### src/rtl/stb_gen_ctrl.sv
// stb_gen_ctrl: sequences stb_gen through reset, detection window, lock wait and a
// counted strobe run, reporting completion status and the period measured at lock.
module stb_gen_ctrl #(
  parameter int T_CNT_WIDTH   = 32,
  parameter int RST_CYCLES    = 4,
  parameter int DET_CYCLES    = 48,
  parameter int TIMEOUT_WIDTH = 24,
  parameter int NSTB_WIDTH    = 16
) (
  input  logic                     clk_i,
  input  logic                     arst_ni,
  input  logic                     start_i,
  input  logic                     abort_i,
  input  logic [TIMEOUT_WIDTH-1:0] timeout_i,
  input  logic [NSTB_WIDTH-1:0]    nstb_i,
  output logic                     busy_o,
  output logic                     done_o,
  output logic [1:0]               status_o,
  output logic [T_CNT_WIDTH-1:0]   period_o,
  output logic [NSTB_WIDTH-1:0]    stb_cnt_o,
  output logic                     gen_arst_o,
  output logic                     gen_run_det_o,
  output logic                     gen_oe_o,
  input  logic                     gen_stb_i,
  input  logic                     gen_err_i,
  input  logic                     gen_rdy_i,
  input  logic [T_CNT_WIDTH-1:0]   gen_period_i
);
  typedef enum logic [2:0] {IDLE, RESET, DETECT, WAIT_RDY, RUN, DONE} state_t;
  localparam int PH_MAX = RST_CYCLES > DET_CYCLES ? RST_CYCLES : DET_CYCLES;
  localparam int PW = $clog2(PH_MAX + 1);
  localparam logic [1:0] ST_OK = 2'd0, ST_ERR = 2'd1, ST_TMO = 2'd2, ST_ABORT = 2'd3;
  state_t state_q, state_d;
  logic [PW-1:0] ph_q, ph_d;
  logic [TIMEOUT_WIDTH-1:0] to_q, to_d, tmo_q, tmo_d;
  logic [NSTB_WIDTH-1:0] nstb_q, nstb_d, cnt_q, cnt_d;
  logic [1:0] status_q, status_d;
  logic [T_CNT_WIDTH-1:0] period_q, period_d;
  logic stb_q, rise, busy_q, done_q, arst_q, det_q, oe_q;
  assign rise = gen_stb_i & ~stb_q;
  always_comb begin
    state_d  = state_q;
    ph_d     = ph_q;
    to_d     = to_q;
    tmo_d    = tmo_q;
    nstb_d   = nstb_q;
    cnt_d    = cnt_q;
    status_d = status_q;
    period_d = period_q;
    case (state_q)
      IDLE: begin
        ph_d = '0;
        to_d = '0;
        if (start_i) begin
          state_d = RESET;
          cnt_d   = '0;
          nstb_d  = nstb_i;
          tmo_d   = timeout_i;
        end
      end
      RESET, DETECT: begin
        if (abort_i) begin
          state_d  = DONE;
          status_d = ST_ABORT;
        end else if (ph_q == PW'((state_q == RESET ? RST_CYCLES : DET_CYCLES) - 1)) begin
          state_d = state_q == RESET ? DETECT : WAIT_RDY;
          ph_d    = '0;
        end else ph_d = ph_q + PW'(1);
      end
      WAIT_RDY: begin
        to_d = to_q + TIMEOUT_WIDTH'(1);
        if (abort_i) begin
          state_d  = DONE;
          status_d = ST_ABORT;
        end else if (gen_err_i) begin
          state_d  = DONE;
          status_d = ST_ERR;
        end else if (gen_rdy_i) begin
          state_d  = RUN;
          period_d = gen_period_i;
        end else if (tmo_q != '0 && to_q == tmo_q - TIMEOUT_WIDTH'(1)) begin
          state_d  = DONE;
          status_d = ST_TMO;
        end
      end
      RUN: begin
        if (abort_i) begin
          state_d  = DONE;
          status_d = ST_ABORT;
        end else if (gen_err_i) begin
          state_d  = DONE;
          status_d = ST_ERR;
        end else if (rise && cnt_q != '1) begin
          cnt_d = cnt_q + NSTB_WIDTH'(1);
          if (nstb_q != '0 && cnt_d == nstb_q) begin
            state_d  = DONE;
            status_d = ST_OK;
          end
        end
      end
      DONE: state_d = IDLE;
      default: state_d = IDLE;
    endcase
  end
  // Generator controls are decoded from the next state so every output is a flop.
  always_ff @(posedge clk_i or negedge arst_ni) begin
    if (!arst_ni) begin
      state_q  <= IDLE;
      ph_q     <= '0;
      to_q     <= '0;
      tmo_q    <= '0;
      nstb_q   <= '0;
      cnt_q    <= '0;
      status_q <= ST_OK;
      period_q <= '0;
      stb_q    <= 1'b0;
      busy_q   <= 1'b0;
      done_q   <= 1'b0;
      arst_q   <= 1'b1;
      det_q    <= 1'b0;
      oe_q     <= 1'b0;
    end else begin
      state_q  <= state_d;
      ph_q     <= ph_d;
      to_q     <= to_d;
      tmo_q    <= tmo_d;
      nstb_q   <= nstb_d;
      cnt_q    <= cnt_d;
      status_q <= status_d;
      period_q <= period_d;
      stb_q    <= gen_stb_i;
      busy_q   <= state_d != IDLE;
      done_q   <= state_d == DONE;
      arst_q   <= state_d == RESET;
      det_q    <= state_d == DETECT;
      oe_q     <= state_d == RUN;
    end
  end
  assign busy_o        = busy_q;
  assign done_o        = done_q;
  assign status_o      = status_q;
  assign period_o      = period_q;
  assign stb_cnt_o     = cnt_q;
  assign gen_arst_o    = arst_q;
  assign gen_run_det_o = det_q;
  assign gen_oe_o      = oe_q;
endmodule
### config.mk
export PLATFORM = sky130hd
export DESIGN_NAME = stb_gen_ctrl
export DESIGN_NICKNAME = d
export VERILOG_FILES = /design/src/rtl/stb_gen_ctrl.sv
export SDC_FILE = /design/constraint.sdc
export NUM_CORES = 1
export LEC_CHECK = 0
export CAP_MARGIN = 20
export CORE_AREA = 2 2 117 232
export DETAILED_ROUTE_END_ITERATION = 6
export DIE_AREA = 0 0 119 234
export PLACE_DENSITY_LB_ADDON = 0.05
export SYNTH_ARGS = -nofsm -noshare
export SYNTH_HDL_FRONTEND = slang
export SYNTH_SLANG_ARGS = --single-unit
### constraint.sdc
create_clock -name clk_i -period 9.87 [get_ports clk_i]
set_clock_uncertainty 0.15 [all_clocks]
set_input_delay 1.974 -clock clk_i [delete_from_list [all_inputs] [get_ports clk_i]]
set_output_delay 1.974 -clock clk_i [all_outputs]
set_load 0.05 [all_outputs]
Yosys cells after proc, flatten, opt, wreduce, memory -nomap -nowiden
Index checks and enable logic that the tools add are counted.
- register bits: 129
- $add $sub $neg: 5
- mux-type cells: 33
- eq/ne operators: 22
- reductions and logical operators: 17
- bitwise operators: 4
- operator list (cell ; count):
    $mux 16 ; 4
    $pmux 24 s2 ; 1
    $mux 3 ; 11
    $pmux 16 s2 ; 1
    $add 24x1->24 const B ; 1
    $eq 24x24->1 ; 1
    $reduce_bool 24->1 ; 1
    $sub 24x1->24 const B ; 1
    $mux 2 ; 9
    $mux 6 ; 3
    $add 16x1->16 const B ; 1
    $eq 16x16->1 ; 1
    $ne 16x16->1 const B ; 1
    $ne 4x4->1 const B ; 4
    $reduce_bool 16->1 ; 1
    $ne 2x2->1 const B ; 6
    $pmux 3 s4 ; 1
    $pmux 6 s2 ; 1
    $eq 3x2->1 const B ; 3
    $eq 3x3->1 const B ; 3
    $add 6x1->6 const B ; 1
    $eq 3x1->1 const B ; 2
    $eq 6x6->1 ; 1
    $pmux 2 s3 ; 1
    13 further kinds ; 21

Depth between registers and ports, before layout
- word-level depth: 9
- gate-level depth with buffers: 12

Worst setup path before layout
OpenSTA, ideal clock, no wires.
- path type: input port to flip-flop
- start: input abort_i
- end: register status_q[0] (netlist: status_o[0])
- path slack: 6.269 ns
- arrival: 3.325 ns
- library setup time: 0.125 ns
- cell stages on the path: 5
- path through: clkbuf_1 > o311a_1 > or3_1 > nand2_2 > mux2_4
- longest elaborated chain between the ends: 2
- elaborated cells on any way between the ends: 9
- ends and longest elaborated chain (item ; RTL line ; source):
    start, declared ; 13 ; input logic abort_i,
    $ne 4x4->1 (no line) (tied with other cells) ; n/a ;
    $reduce_and 6->1 (no line) / $pmux 2 s3 (equally long branches) ; n/a ;
    end signal, assigned ; 129 ; status_q <= status_d;
    end, declared ; 37 ; logic [1:0] status_q, status_d;
Parallel ways exist; a longest one is shown, timed or not.
A chain may end at the register's enable or synchronous reset.

Worst setup path in the final report
- start: register cnt_q[11] (netlist: stb_cnt_o[11])
- end: output stb_cnt_o[11]
- RTL lines (item ; RTL line ; source):
    start, declared ; 36 ; logic [NSTB_WIDTH-1:0] nstb_q, nstb_d, cnt_q, cnt_d;
    start signal, assigned ; 128 ; cnt_q <= cnt_d;
    end, declared ; 20 ; output logic [NSTB_WIDTH-1:0] stb_cnt_o,
No word-level cell between the ends.

==> impl_metrics.toml <==
[outcome]
status = "finished, final reports clean"

[critical_path]
crit_slowest_cell = "clkdlybuf4s50_1"
required_ns = 7.75
crit_fanout = 12
worst-path-buf-inv = 1
start_kind = "flip-flop"
reg2reg_slack_ns = 5.91
critPathKind = "flip-flop to output port"
slowest_delay_ns = 0.88
cp_cell_sequence = "clkdlybuf4s50_1"
endpoint_kind = "output port"
crit_arrival_ns = 1.91
critical_path.top_delay_family = "buffers and inverters"

[clock_network]
cts_made_buffers = 17
postCtsSetupBuffers = 0
path_clk_slew_ns = 0.06
post_cts_resized = 0
insertion_delay_ns = 0.45
cts_buffer_depth = 2
htreeDepth = 4
cts_hold_buf = 0
cts-root-buf = "clkbuf_16"
cts_sinks = 129
cts_tree = "done"

[cells_and_area]
area_growth_pct = 33.37
register_area_um2 = 3229
multi_input_area_um2 = 3495
drive_gt1_frac = 0.1572
n_fill_cell = 2680
final_nets = 884
antenna_cells = 0

[grt]
grt_max_degree = 73
grtUsageTotal = 0.1590
grt_pass1_vias = 6105
grt_pass1_wl_um = 33670
grt_antenna_before_repair = 0
grt-ovfl-total = 0

[route]
routed_wl_um = 21190
vias = 5751
route.detailed.drc = 0
detail_route.wl_per_cell_um = 18.30
firstDrtPassIters = 4
vias_per_cell = 4.966
first_iter_violations = 279
ant_nets = 0

[sta]
fin_crit_ns = 4.034
setup_viol = 0
fin_crit_sh = 0.4087
tightest_slew_ns = 0.9859
worst_slack_ns = 5.836
fmax_ghz = 0.2479
rsz0062_at_grt = "false"
totalNegativeSetupSlack_ns = 0
slew_headroom = 0.3428
finalHoldViolCount = 0
final_max_slew_viol_count = 0

[placed_design]
hpwl_um = 15810
gp_congestion = 0.8148
dp_slack_ns = 5.369
port_buffers = 133

[logic_synthesis]
synth_mux_area_frac = 0.1322
seq_area_frac_synth = 0.4676
synth_fp_nets = 760
synthAdderAreaFrac = 0.008696
synth_seq_cells = 129
yosys-top-cells-area = "dfrtp_1, mux2_2, xnor2_1, o21ai_0, nand2_1"
yosysUniqueCellTypes = 61
yosys.area_share.simple = 0.1752
synthCells = 677
synth_top_family_by_area = "simple AND/OR/NAND/NOR gates"
synthArstFlopShare = 1.000
syn_area_um2 = 6907
synth_top_area_frac = 0.4638
syn-mean-instance-area_um2 = 10.20
synth_xor_area_frac = 0.06957
synth_most_common_cell = "dfrtp_1"
synth_compound_area_frac = 0.1201
yosys_warnings = 0
yosysTopAreaCell = "dfrtp_1"
synth_ff_type = "dfrtp_1"
yosys-top-cells-count = "dfrtp_1, mux2_2, o21ai_0"
synth_enable_flop_cells = 0

[power]
seq_power_share = 0.362
swShare = 0.3794
power.internal_uw = 1424
ir_drop_v = 0.0001273
p_sw_uw = 870.6
leakage_uw = 0.003773
p_comb_frac = 0.345
power_density_nw_per_um2 = 249.1
clkPwrFrac = 0.293

[die]
rows = 84
ios = 134
core_um2 = 26170
die_h_um = 234
fp.dieW_um = 119
dieArea_um2 = 27850
initial_core_util = 0.2639

[min_path]
worstHoldPathType = "flip-flop to flip-flop"

[flow_run]
cap_violations = 0
## metrics by stage
| stage | area [µm²] | util | power, µW | hold slack (ns) | std cells |
|---|---|---|---|---|---|
| final | 9211 | 0.3520 | 2295 | 0.3509 | 1158 |
| after global routing | 9211 | 0.3520 | 2445 | 0.3748 | 1158 |
| after CTS | 9211 | 0.3520 | 2339 | 0.3563 | 1158 |
| after detailed placement | 8588 | 0.3282 | 1645 | 0.3415 | 1126 |
| after global placement | 8588 | 0.3282 | 1630 | 0.3372 | 1126 |
| after floorplan | 6907 | - | 1361 | 0.3262 | 677 |
## layout make-up
type	instances	share of cell area
flip-flops and latches	129	0.3506
well taps	344	0.04673
clock inverters	12	0.01698
repair buffers	140	0.1504
multi-input cells	500	0.3794
inverters	13	0.005297
clock buffers	20	0.05067
## path summary, 6_finish.rpt
check / start / depth (start not counted) / to
max: stb_cnt_o[11]$_DFFE_PN0P_ / 1 / stb_cnt_o[11]
min: period_o[15]$_DFFE_PN0P_ / 1 / period_o[15]$_DFFE_PN0P_
max reg2reg: tmo_q[3]$_DFFE_PN0P_ / 9 / status_o[0]$_DFFE_PN0P_
min reg2reg: period_o[15]$_DFFE_PN0P_ / 1 / period_o[15]$_DFFE_PN0P_
max in group asynchronous: arst_ni / 2 / stb_cnt_o[14]$_DFFE_PN0P_
min in group asynchronous: arst_ni / 1 / tmo_q[4]$_DFFE_PN0P_
## sequential cells by signal, indices dropped and copies added, names as in the netlist, 2 cells and up
signal	count
to_q	24
status_o	2
tmo_q	24
state_q	3
nstb_q	16
stb_cnt_o	16
period_o	32
ph_q	6
## logic make-up after synthesis
logic type,Yosys count
adder cells (fa/ha/maj),5
buffers and inverters,48
AO/OA/AOI/OAI,128
flip-flops,129
AND/OR/NAND/NOR,231
multiplexers,82
XOR/XNOR,54
## per-layer routing
layer | global-route usage | up-vias | share of wire
li1 | - | 2713 | -
met1 | 0.1509 | 2865 | 0.36
met2 | 0.3062 | 135 | 0.56
met3 | 0.03842 | 38 | 0.038
met4 | 0.09152 | 0 | 0.043
met5 | 0 | - | 0
## power groups by stage
| stage | registers [µW] | clock network [µW] | logic, µW |
|---|---|---|---|
| floorplan | 852 | 0 | 509 |
| global route | 855 | 720 | 870 |
| CTS | 836 | 697 | 806 |
| detailed placement | 843 | 0 | 802 |
| finish | 831 | 673 | 791 |
| global placement | 842 | 0 | 789 |
## cell usage in the layout (no fill, tap or decap), drive strengths merged, types with 16 or more instances in the layout
cell,n
and3,16
nand3,30
a21oi,18
xnor2,34
clkdlybuf4s50,132
mux2,71
xor2,20
nor3,19
dfrtp,128
nand2,53
clkbuf,20
nor2,39
o21ai,58
(Power assumes the default switching activity.)
